--- config.mk ---
export PLATFORM = sky130hd
export DESIGN_NAME = iobus_arbiter
export DESIGN_NICKNAME = d
export VERILOG_FILES = /design/src/rtl/iobus_arbiter.sv
export SDC_FILE = /design/constraint.sdc
export NUM_CORES = 1
export LEC_CHECK = 0
export ABC_AREA = 0
export BUFFER_PORTS_ARGS = -buffer_cell sky130_fd_sc_hd__buf_2
export CORE_AREA = 2 2 118 120
export DETAILED_ROUTE_END_ITERATION = 10
export DIE_AREA = 0 0 120 122
export PLACE_DENSITY_LB_ADDON = 0.05
export SYNTH_ARGS = -nofsm -noshare
export SYNTH_HDL_FRONTEND = slang
export SYNTH_SLANG_ARGS = --single-unit
--- constraint.sdc ---
create_clock -name CLK -period 2 [get_ports CLK]
set_input_delay 0.4 -clock CLK [delete_from_list [all_inputs] [get_ports CLK]]
set_output_delay 0.4 -clock CLK [all_outputs]
set_load 0.01 [all_outputs]
--- src/rtl/iobus_arbiter.sv ---
// iobus_arbiter: shares the single OTTER MMIO bus between two masters.
// Accesses are serialised round-robin. A master may lock the bus for a
// bounded run of consecutive accesses. Each access holds the bus for
// ACC_CYCLES cycles and then spends one DONE cycle returning registered
// read data. Every output decodes from registered state and owner.
`timescale 1ns/1ps
module iobus_arbiter #(
  parameter int AW         = 32,
  parameter int DW         = 32,
  parameter int ACC_CYCLES = 1,
  parameter int LOCK_MAX   = 4
) (
  input  logic          CLK,
  input  logic          RST_N,
  input  logic          M0_REQ,
  input  logic          M1_REQ,
  input  logic          M0_WR,
  input  logic          M1_WR,
  input  logic          M0_LOCK,
  input  logic          M1_LOCK,
  input  logic [AW-1:0] M0_ADDR,
  input  logic [AW-1:0] M1_ADDR,
  input  logic [DW-1:0] M0_WDATA,
  input  logic [DW-1:0] M1_WDATA,
  output logic          M0_GNT,
  output logic          M1_GNT,
  output logic          M0_DONE,
  output logic          M1_DONE,
  output logic [DW-1:0] M0_RDATA,
  output logic [DW-1:0] M1_RDATA,
  output logic [AW-1:0] IOBUS_ADDR,
  output logic [DW-1:0] IOBUS_OUT,
  output logic          IOBUS_WR,
  input  logic [DW-1:0] IOBUS_IN
);

  // A counter must hold either the access length or the lock run length.
  localparam int CNT_MAX = (ACC_CYCLES > LOCK_MAX) ? ACC_CYCLES : LOCK_MAX;
  localparam int CW      = $clog2(CNT_MAX) + 1;

  localparam logic [1:0] ST_IDLE = 2'd0;
  localparam logic [1:0] ST_ACC  = 2'd1;
  localparam logic [1:0] ST_DONE = 2'd2;

  localparam logic [CW-1:0] CNT_ZERO = {CW{1'b0}};
  localparam logic [CW-1:0] CNT_ONE  = CW'(1);
  localparam logic [CW-1:0] CNT_SAT  = {CW{1'b1}};
  localparam logic [CW-1:0] ACC_LAST = CW'(ACC_CYCLES - 1);
  localparam logic [CW:0]   LOCK_LIM = (CW+1)'(LOCK_MAX);

  logic [1:0]    state_r;
  logic          owner_r;
  logic          last_r;
  logic [CW-1:0] acc_cnt_r;
  logic [CW-1:0] lock_cnt_r;
  logic [DW-1:0] m0_rdata_r;
  logic [DW-1:0] m1_rdata_r;

  logic [1:0]    state_s;
  logic          owner_s;
  logic          last_s;
  logic [CW-1:0] acc_cnt_s;
  logic [CW-1:0] lock_cnt_s;

  logic          own_req_s;
  logic          own_lock_s;
  logic          own_wr_s;
  logic [AW-1:0] own_addr_s;
  logic [DW-1:0] own_wdata_s;
  logic          oth_req_s;

  logic          in_acc_s;
  logic          in_done_s;
  logic          final_s;
  logic          idle_win_s;
  logic [CW:0]   lock_inc_s;
  logic          lock_ok_s;
  logic [CW-1:0] lock_sat_s;

  assign in_acc_s  = (state_r == ST_ACC);
  assign in_done_s = (state_r == ST_DONE);
  assign final_s   = in_acc_s && (acc_cnt_r == ACC_LAST);

  // On a tie from idle the master that did not go last wins.
  assign idle_win_s = (M0_REQ && M1_REQ) ? ~last_r : M1_REQ;

  // Lock run check is done one bit wider so the +1 never wraps.
  assign lock_inc_s = {1'b0, lock_cnt_r} + {1'b0, CNT_ONE};
  assign lock_ok_s  = (lock_inc_s < LOCK_LIM);
  assign lock_sat_s = (lock_cnt_r == CNT_SAT) ? lock_cnt_r : lock_inc_s[CW-1:0];

  // Present the current owner's request port and the other master's request.
  always_comb begin
    if (owner_r) begin
      own_req_s   = M1_REQ;
      own_lock_s  = M1_LOCK;
      own_wr_s    = M1_WR;
      own_addr_s  = M1_ADDR;
      own_wdata_s = M1_WDATA;
      oth_req_s   = M0_REQ;
    end else begin
      own_req_s   = M0_REQ;
      own_lock_s  = M0_LOCK;
      own_wr_s    = M0_WR;
      own_addr_s  = M0_ADDR;
      own_wdata_s = M0_WDATA;
      oth_req_s   = M1_REQ;
    end
  end

  // Arbitration and access sequencing: IDLE -> ACC (ACC_CYCLES) -> DONE.
  always_comb begin
    state_s    = state_r;
    owner_s    = owner_r;
    last_s     = last_r;
    acc_cnt_s  = acc_cnt_r;
    lock_cnt_s = lock_cnt_r;
    case (state_r)
      ST_IDLE: begin
        if (M0_REQ || M1_REQ) begin
          state_s    = ST_ACC;
          owner_s    = idle_win_s;
          last_s     = idle_win_s;
          acc_cnt_s  = CNT_ZERO;
          lock_cnt_s = CNT_ZERO;
        end else begin
          state_s = ST_IDLE;
        end
      end
      ST_ACC: begin
        // Requests are ignored here: a started access always completes.
        acc_cnt_s = acc_cnt_r + CNT_ONE;
        if (final_s) begin
          state_s = ST_DONE;
        end else begin
          state_s = ST_ACC;
        end
      end
      ST_DONE: begin
        if (own_lock_s && own_req_s && (lock_ok_s || !oth_req_s)) begin
          // Locked continuation; only contention ends the run at LOCK_MAX.
          state_s    = ST_ACC;
          acc_cnt_s  = CNT_ZERO;
          lock_cnt_s = lock_sat_s;
        end else if (oth_req_s) begin
          // Handover goes straight to ACC with no idle cycle.
          state_s    = ST_ACC;
          owner_s    = ~owner_r;
          last_s     = ~owner_r;
          acc_cnt_s  = CNT_ZERO;
          lock_cnt_s = CNT_ZERO;
        end else if (own_req_s) begin
          state_s    = ST_ACC;
          acc_cnt_s  = CNT_ZERO;
          lock_cnt_s = CNT_ZERO;
        end else begin
          state_s = ST_IDLE;
        end
      end
      default: begin
        state_s    = ST_IDLE;
        owner_s    = 1'b0;
        last_s     = 1'b1;
        acc_cnt_s  = CNT_ZERO;
        lock_cnt_s = CNT_ZERO;
      end
    endcase
  end

  // Control state registers; last starts at 1 so M0 wins the first tie.
  always_ff @(posedge CLK or negedge RST_N) begin
    if (!RST_N) begin
      state_r    <= ST_IDLE;
      owner_r    <= 1'b0;
      last_r     <= 1'b1;
      acc_cnt_r  <= CNT_ZERO;
      lock_cnt_r <= CNT_ZERO;
    end else begin
      state_r    <= state_s;
      owner_r    <= owner_s;
      last_r     <= last_s;
      acc_cnt_r  <= acc_cnt_s;
      lock_cnt_r <= lock_cnt_s;
    end
  end

  // Capture bus read data for the owner in the final access cycle (writes too).
  always_ff @(posedge CLK or negedge RST_N) begin
    if (!RST_N) begin
      m0_rdata_r <= {DW{1'b0}};
      m1_rdata_r <= {DW{1'b0}};
    end else if (final_s && owner_r) begin
      m1_rdata_r <= IOBUS_IN;
    end else if (final_s) begin
      m0_rdata_r <= IOBUS_IN;
    end else begin
      m0_rdata_r <= m0_rdata_r;
      m1_rdata_r <= m1_rdata_r;
    end
  end

  assign M0_GNT   = (in_acc_s || in_done_s) && !owner_r;
  assign M1_GNT   = (in_acc_s || in_done_s) &&  owner_r;
  assign M0_DONE  = in_done_s && !owner_r;
  assign M1_DONE  = in_done_s &&  owner_r;
  assign M0_RDATA = m0_rdata_r;
  assign M1_RDATA = m1_rdata_r;

  // The bus is driven only while an access is in progress.
  assign IOBUS_ADDR = in_acc_s ? own_addr_s  : {AW{1'b0}};
  assign IOBUS_OUT  = in_acc_s ? own_wdata_s : {DW{1'b0}};
  assign IOBUS_WR   = final_s && own_wr_s;

endmodule

==> impl_results.md, run 1 <==
* Crit-path cells: buf_12 > buf_12 > mux2i_4 > nor2b_4 > buf_2
* R2R Path End: owner_r
* CTS Hold Bufs at 0
* H-tree depth at 3
* Final setup fails at 0
* Crit path max-delay family: flip-flops
* Post-DR vias/cell at 4.51
* Commonest non-fill, non-tap cell in the layout: buf_2
* Gpl congestion at 0.780
* Slew Limit Fails at 0
* Post-route clock skew at 0.00419 ns
* Clock sink total at 74
* Synth area leader: dfrtp_1
* Seq/Total Area, Yosys at 44.5%
* Final period utilization at 97.9%
* Slowest-stage cell, CP: dfrtp_4
* Worst setup startpoint: owner_r
* Total wire length at 13,300 um
* Global-route wire length before repair at 20,100 um
* Vias at ~3,800
* Status: completed
* Final Hold Viols at 0
* Placed Instances at 820
* Tightest Pin Transition at 0.534 ns
* WL/cell at approximately 16 um
* Final ANT Viol Nets at 0
* Share of Yosys cell area claimed by the top area cell type at 43.9%
* Worst min path class: in -> async
* Initial antenna violation count at 0
* Minimum period implied by the final worst setup slack at around 2 ns
* Max FO, Critical Path at 10
* Gate Count Post-Synth at 348
* #FFs+latches synth at 74
* Remaining global-route overflow at 0
* Most frequent CP cell: buf_12
* Share of layout cells above drive strength 1 at a little over three fifths
* Chip Height at 122 um
* Reg-to-reg startpoint: state_r[0]
* Worst Path Buf+Inv at 3
* Synth Net Count at approximately 520
* Delay of the slowest critical-path stage at 0.49 ns
* Top-Level Pins at 301
* Peak supply drop at 0.761 mV
* Worst reg2reg setup slack at ~0.050 ns
* Number of global-route vias before repair at 3,839
* Worst EP arrival at 1.56 ns
* Top cells by area, synth: dfrtp_1, mux2_2, mux2i_1, nor2b_1, ha_1
* Post-synthesis cell area at 0.00416 mm2
* Warnings from Yosys at 0
* Starting Density at 30.8%
* Root Buffer: clkbuf_16
* Clock Tree Buf Depth at 2
* Commonest cells after routing, fill and taps aside: buf_2, dfrtp_1, mux2_2
* Initial drt markers at 97
* Clock Latency Late Sink at between 0.3 and 0.4 ns
* Clock-pin slew on the worst setup and hold paths at 0.05 ns
* Post-DP HPWL at about 10,000 um
* Pre-CTS WS at 0.0121 ns
* Die footprint at between 0.01 and 0.015 mm2
* Critical Path End: IOBUS_ADDR[5]
* CTS tree: built
* Final WS setup at 0.0422 ns
* Max-slew headroom at 64.4%
* CORE AREA at 0.0135 mm2
* Peak Freq at 0.511 GHz
* Synthesized area per cell at 12.0 um2
* DRC viols at 0
* # diodes at 0
* Die X at 120 um
* Worst EP required at 1.60 ns
* Non-Filler Instances at 843
* FF-to-FF path depth at 6
* Filler cells at 1,295
* Largest net degree at the start of global routing at 40
* Crit. path cell count at 5
* Length of the first detailed-routing pass in iterations at 4
* Port Buf Inserts at 300
* Total GRT Usage at roughly 17%
* Syn-to-layout area delta at 57.0%
* Critical path class: reg -> out
* Max Cap Viol at 0
* P_leak at between 3 and 4 nW
* Type of element capturing the critical path: output pin
* Cell Rows at between 40 and 50
* PwrDens at 1500 mW/mm2
* Synth cell types at 32
* Nets at 834
* Startpoint Class: flop
* RSZ-0062 raised after global routing: true
* Final Power at 9.84 mW
* TritonCTS buffer count at 9
==> logic make-up (layout without fill, tap and decap cells) <==
group                      Yosys count  in the layout  share of synthesized area, %
buffers and inverters               28            343                          3.04
muxes                              132            132                          33.7
DFF                                 74             74                          44.5
adders and majority gates            8              8                          2.40
and+or+nand+nor                     91             91                          13.5
AOI/OAI and AO/OA                   15             15                          2.86
==> worst min-delay path by stage <==
stage	start	endpoint	slack, ns	cells past startpoint
final	RST_N	M0_RDATA[16]	0.05	1
after global routing	RST_N	M0_RDATA[16]	0.09	1
after CTS	RST_N	M1_RDATA[14]	0.06	1
after detailed placement	RST_N	M0_RDATA[16]	0.42	1
after global placement	RST_N	M1_RDATA[14]	0.40	1
after floorplan	RST_N	M0_RDATA[0]	0.10	0
==> state kept, by name, summed over array words and instances (netlist names) <==
signal / count
M0_RDATA: 32
M1_RDATA: 32
acc_cnt_r: 3
last_r: 1
lock_cnt_r: 3
owner_r: 1
state_r: 2
==> synthesized netlist by cell type, drive strengths merged <==
cell type / count
inv: 6
nand4: 1
nand3b: 1
o22ai: 1
nand4b: 2
a31oi: 1
or2: 2
ha: 8
nor2: 5
a22o: 2
clkbuf: 7
buf: 15
a2111oi: 1
a32o: 2
dfrtp: 73
a31o: 1
and2: 2
mux2i: 66
and4bb: 1
nor3: 1
o21ba: 1
nand2b: 3
nand2: 5
a311o: 1
mux2: 66
dfstp: 1
nor2b: 68
o21ai: 4
a21oi: 1
==> routing by layer <==
layer  global-route usage [%]  up-vias  wire length [um]
met5                        0        -                 0
met4                     4.85        0               140
met2                     31.3      143              7000
li1                         -     1829                 -
met3                     5.06       13              1140
met1                     20.0     1813              5060
==> power by group <==
group | total, mW | leakage, nW | internal, mW | switching [mW]
logic | 5.52 | 2.28 | 2.95 | 2.57
clock network | 1.71 | 0.151 | 1.13 | 0.579
registers | 2.61 | 0.879 | 2.25 | 0.352
==> final cells by class <==
| cell class | instances | area (um2) | area share, % |
|---|---|---|---|
| inverter | 6 | 22.5 | 0.344 |
| multi-input combinational | 246 | 2280 | 34.9 |
| clock buffer | 14 | 254 | 3.89 |
| tap | 180 | 225 | 3.44 |
| clock inverter | 2 | 60.1 | 0.919 |
| sequential | 74 | 1860 | 28.4 |
| timing repair buffer | 321 | 1840 | 28.1 |
==> metrics by stage <==
| step | setup TNS (ns) | util, % | area (um2) | hold slack [ns] |
|---|---|---|---|---|
| floorplan | 0 | - | 4160 | 0.104 |
| global placement | 0 | 44.6 | 6020 | 0.405 |
| detailed placement | 0 | 44.6 | 6020 | 0.422 |
| CTS | 0 | 47.4 | 6400 | 0.0647 |
| global route | -0.545 | 48.4 | 6540 | 0.0949 |
| finish | 0 | 48.4 | 6540 | 0.0512 |
==> repair_timing <==
action,4_1_cts,5_1_grt
buffers inserted,2,2
cloned,1,2
pin swaps,1,2
resized for setup,5,15
endpoints found under the setup margin,64,60
(Power assumes the default switching activity.)
==> inputs of run 2 (changes only) <==
--- a/config.mk
+++ b/config.mk
@@ -10,6 +10,7 @@
 export CORE_AREA = 2 2 118 120
 export DETAILED_ROUTE_END_ITERATION = 10
 export DIE_AREA = 0 0 120 122
+export MAX_ROUTING_LAYER = met4
 export PLACE_DENSITY_LB_ADDON = 0.05
 export SYNTH_ARGS = -nofsm -noshare
 export SYNTH_HDL_FRONTEND = slang
==> impl_results.md, run 2 (synthesis gave the netlist of run 1 again) <==
* Status: completed (unchanged)
* Peak supply drop at 0.766 mV (was 0.761 mV)
* Syn-to-layout area delta at 56.9% (was 57.0%)
* Clock Latency Late Sink at 0.33 ns (about the same)
* Length of the first detailed-routing pass in iterations at 4 (unchanged)
* Global-route wire length before repair at 20,000 um (was 20,100 um)
* Max Cap Viol at 0 (unchanged)
* Post-Route Setup TNS at 0 ns (unchanged)
* Number of global-route vias before repair at 3,839 (unchanged)
* Initial drt markers at 74 (was 97)
* Final setup fails at 0 (unchanged)
* Min Hold Slack at 0.0521 ns (was 0.0512 ns)
* Worst EP arrival at 2.17 ns (was 1.56 ns)
* Worst EP required at 2.21 ns (was 1.60 ns)
* Gpl congestion at 0.791 (was 0.780)
* Initial antenna violation count at 0 (unchanged)
* Worst min path class: in -> async (unchanged)
* Filler cells at 1,295 (unchanged)
* PwrDens at 1510 mW/mm2 (was 1500 mW/mm2)
* Clock Tree Buf Depth at 2 (unchanged)
* Port Buf Inserts at 300 (unchanged)
* Max FO, Critical Path at 6 (was 10)
* Nets at 834 (unchanged)
* Startpoint Class: flop (unchanged)
* Root Buffer: clkbuf_16 (unchanged)
* Die X at 120 um (unchanged)
* Max-slew headroom at 64.8% (was 64.4%)
* WL/cell at 15.8 um (about the same)
* Final period utilization at 98.2% (was 97.9%)
* Final ANT Viol Nets at 0 (unchanged)
* Total wire length at 13,300 um (about the same)
* # diodes at 0 (unchanged)
* Final Power at 9.83 mW (was 9.84 mW)
* Commonest non-fill, non-tap cell in the layout: buf_2 (unchanged)
* Remaining global-route overflow at 0 (unchanged)
* CORE AREA at 0.0135 mm2 (unchanged)
* H-tree depth at 3 (unchanged)
* Share of layout cells above drive strength 1 at 62.9% (was 63.0%)
* Die footprint at 0.0146 mm2 (unchanged)
* RSZ-0062 raised after global routing: true (unchanged)
* Post-DR vias/cell at 4.51 (unchanged)
* Core Util, Final at 48.4% (about the same)
* Final Hold Viols at 0 (unchanged)
* Vias at 3,798 (unchanged)
* TritonCTS buffer count at 9 (unchanged)
* CTS Hold Bufs at 0 (unchanged)
* DRC viols at 0 (unchanged)
* Clock-pin slew on the worst setup and hold paths at 0.05 ns (about the same)
* Post-DP HPWL at 10,200 um (unchanged)
* CTS tree: built (unchanged)
* Tightest Pin Transition at 0.528 ns (was 0.534 ns)
* Total GRT Usage at 17.9% (was 17.3%)
* Clock sink total at 74 (unchanged)
* Peak Freq at 0.509 GHz (was 0.511 GHz)
* P_leak at 3.30 nW (was 3.31 nW)
* Slew Limit Fails at 0 (unchanged)
* Minimum period implied by the final worst setup slack at 1.96 ns (about the same)
* Cell Rows at 43 (unchanged)
* Post-route clock skew at 0.00437 ns (was 0.00419 ns)
* Top-Level Pins at 301 (unchanged)
* Largest net degree at the start of global routing at 40 (unchanged)
* Chip Height at 122 um (unchanged)
* Starting Density at 30.8% (unchanged)
* Commonest cells after routing, fill and taps aside: buf_2, dfrtp_1, mux2_2 (unchanged)
* Type of element capturing the critical path: flop (was output pin)
* Critical path class: reg -> reg (was reg -> out)
-- run 2: cell counts in the layout (fill, tap and decap cells not counted) --
Identical to the previous run, type by type.
-- run 2: worst paths after layout --
kind | depth (start not counted) | slack (ns) | endpoint | start
worst max-delay path | 6 | 0.04 | owner_r | state_r[0]
worst min register to register | 1 | 0.50 | M1_RDATA[18] | M1_RDATA[18]
min in group CLK | 2 | 0.31 | M1_RDATA[20] | IOBUS_IN[20]
max in group asynchronous | 2 | 1.40 | M1_RDATA[6] | RST_N
worst min-delay path | 1 | 0.05 | M0_RDATA[16] | RST_N
worst max register to register | 6 | 0.04 | owner_r | state_r[0]
-- run 2: timing repair --
action	4_1_cts	5_1_grt
cloned	1	2
resized for setup	5	14
pin swaps	1	2
setup endpoints to repair	64	60
setup buffers	2	2
-- run 2: cell type report --
cell class,count,area [um2],share of cell area [%]
tap,180,225,3.45
timing repair buffer,321,1840,28.1
clock inverter,2,60.1,0.920
clock buffer,14,254,3.89
sequential,74,1860,28.4
multi-input combinational,246,2270,34.8
inverter,6,22.5,0.345
-- run 2: layer usage --
layer	GRT usage, %	wire length [um]
met5	-	0
met4	4.85	120
met3	4.31	1030
met2	31.3	7010
met1	20.5	5190
-- run 2: where the power goes --
group	internal (mW)	switching, mW
sequential	2.25	0.352
combinational	2.95	2.57
clock	1.13	0.579
-- run 2: worst max-delay path: stages (launching register included) --
cell       delay [ns]
dfrtp_1          0.37
inv_1            0.07
ha_1             0.26
nor2b_2          0.20
o21ba_1          0.22
a2111oi_4        0.37
mux2_1           0.36
-- run 2: through the flow --
step | cell area [um2] | std cells | worst slack (ns)
after global placement | 6020 | 820 | 0.0851
after global routing | 6530 | 843 | -0.0467
after detailed placement | 6020 | 820 | 0.0121
after floorplan | 4160 | 348 | 0.114
final | 6530 | 843 | 0.0357
after CTS | 6400 | 839 | 0.00454
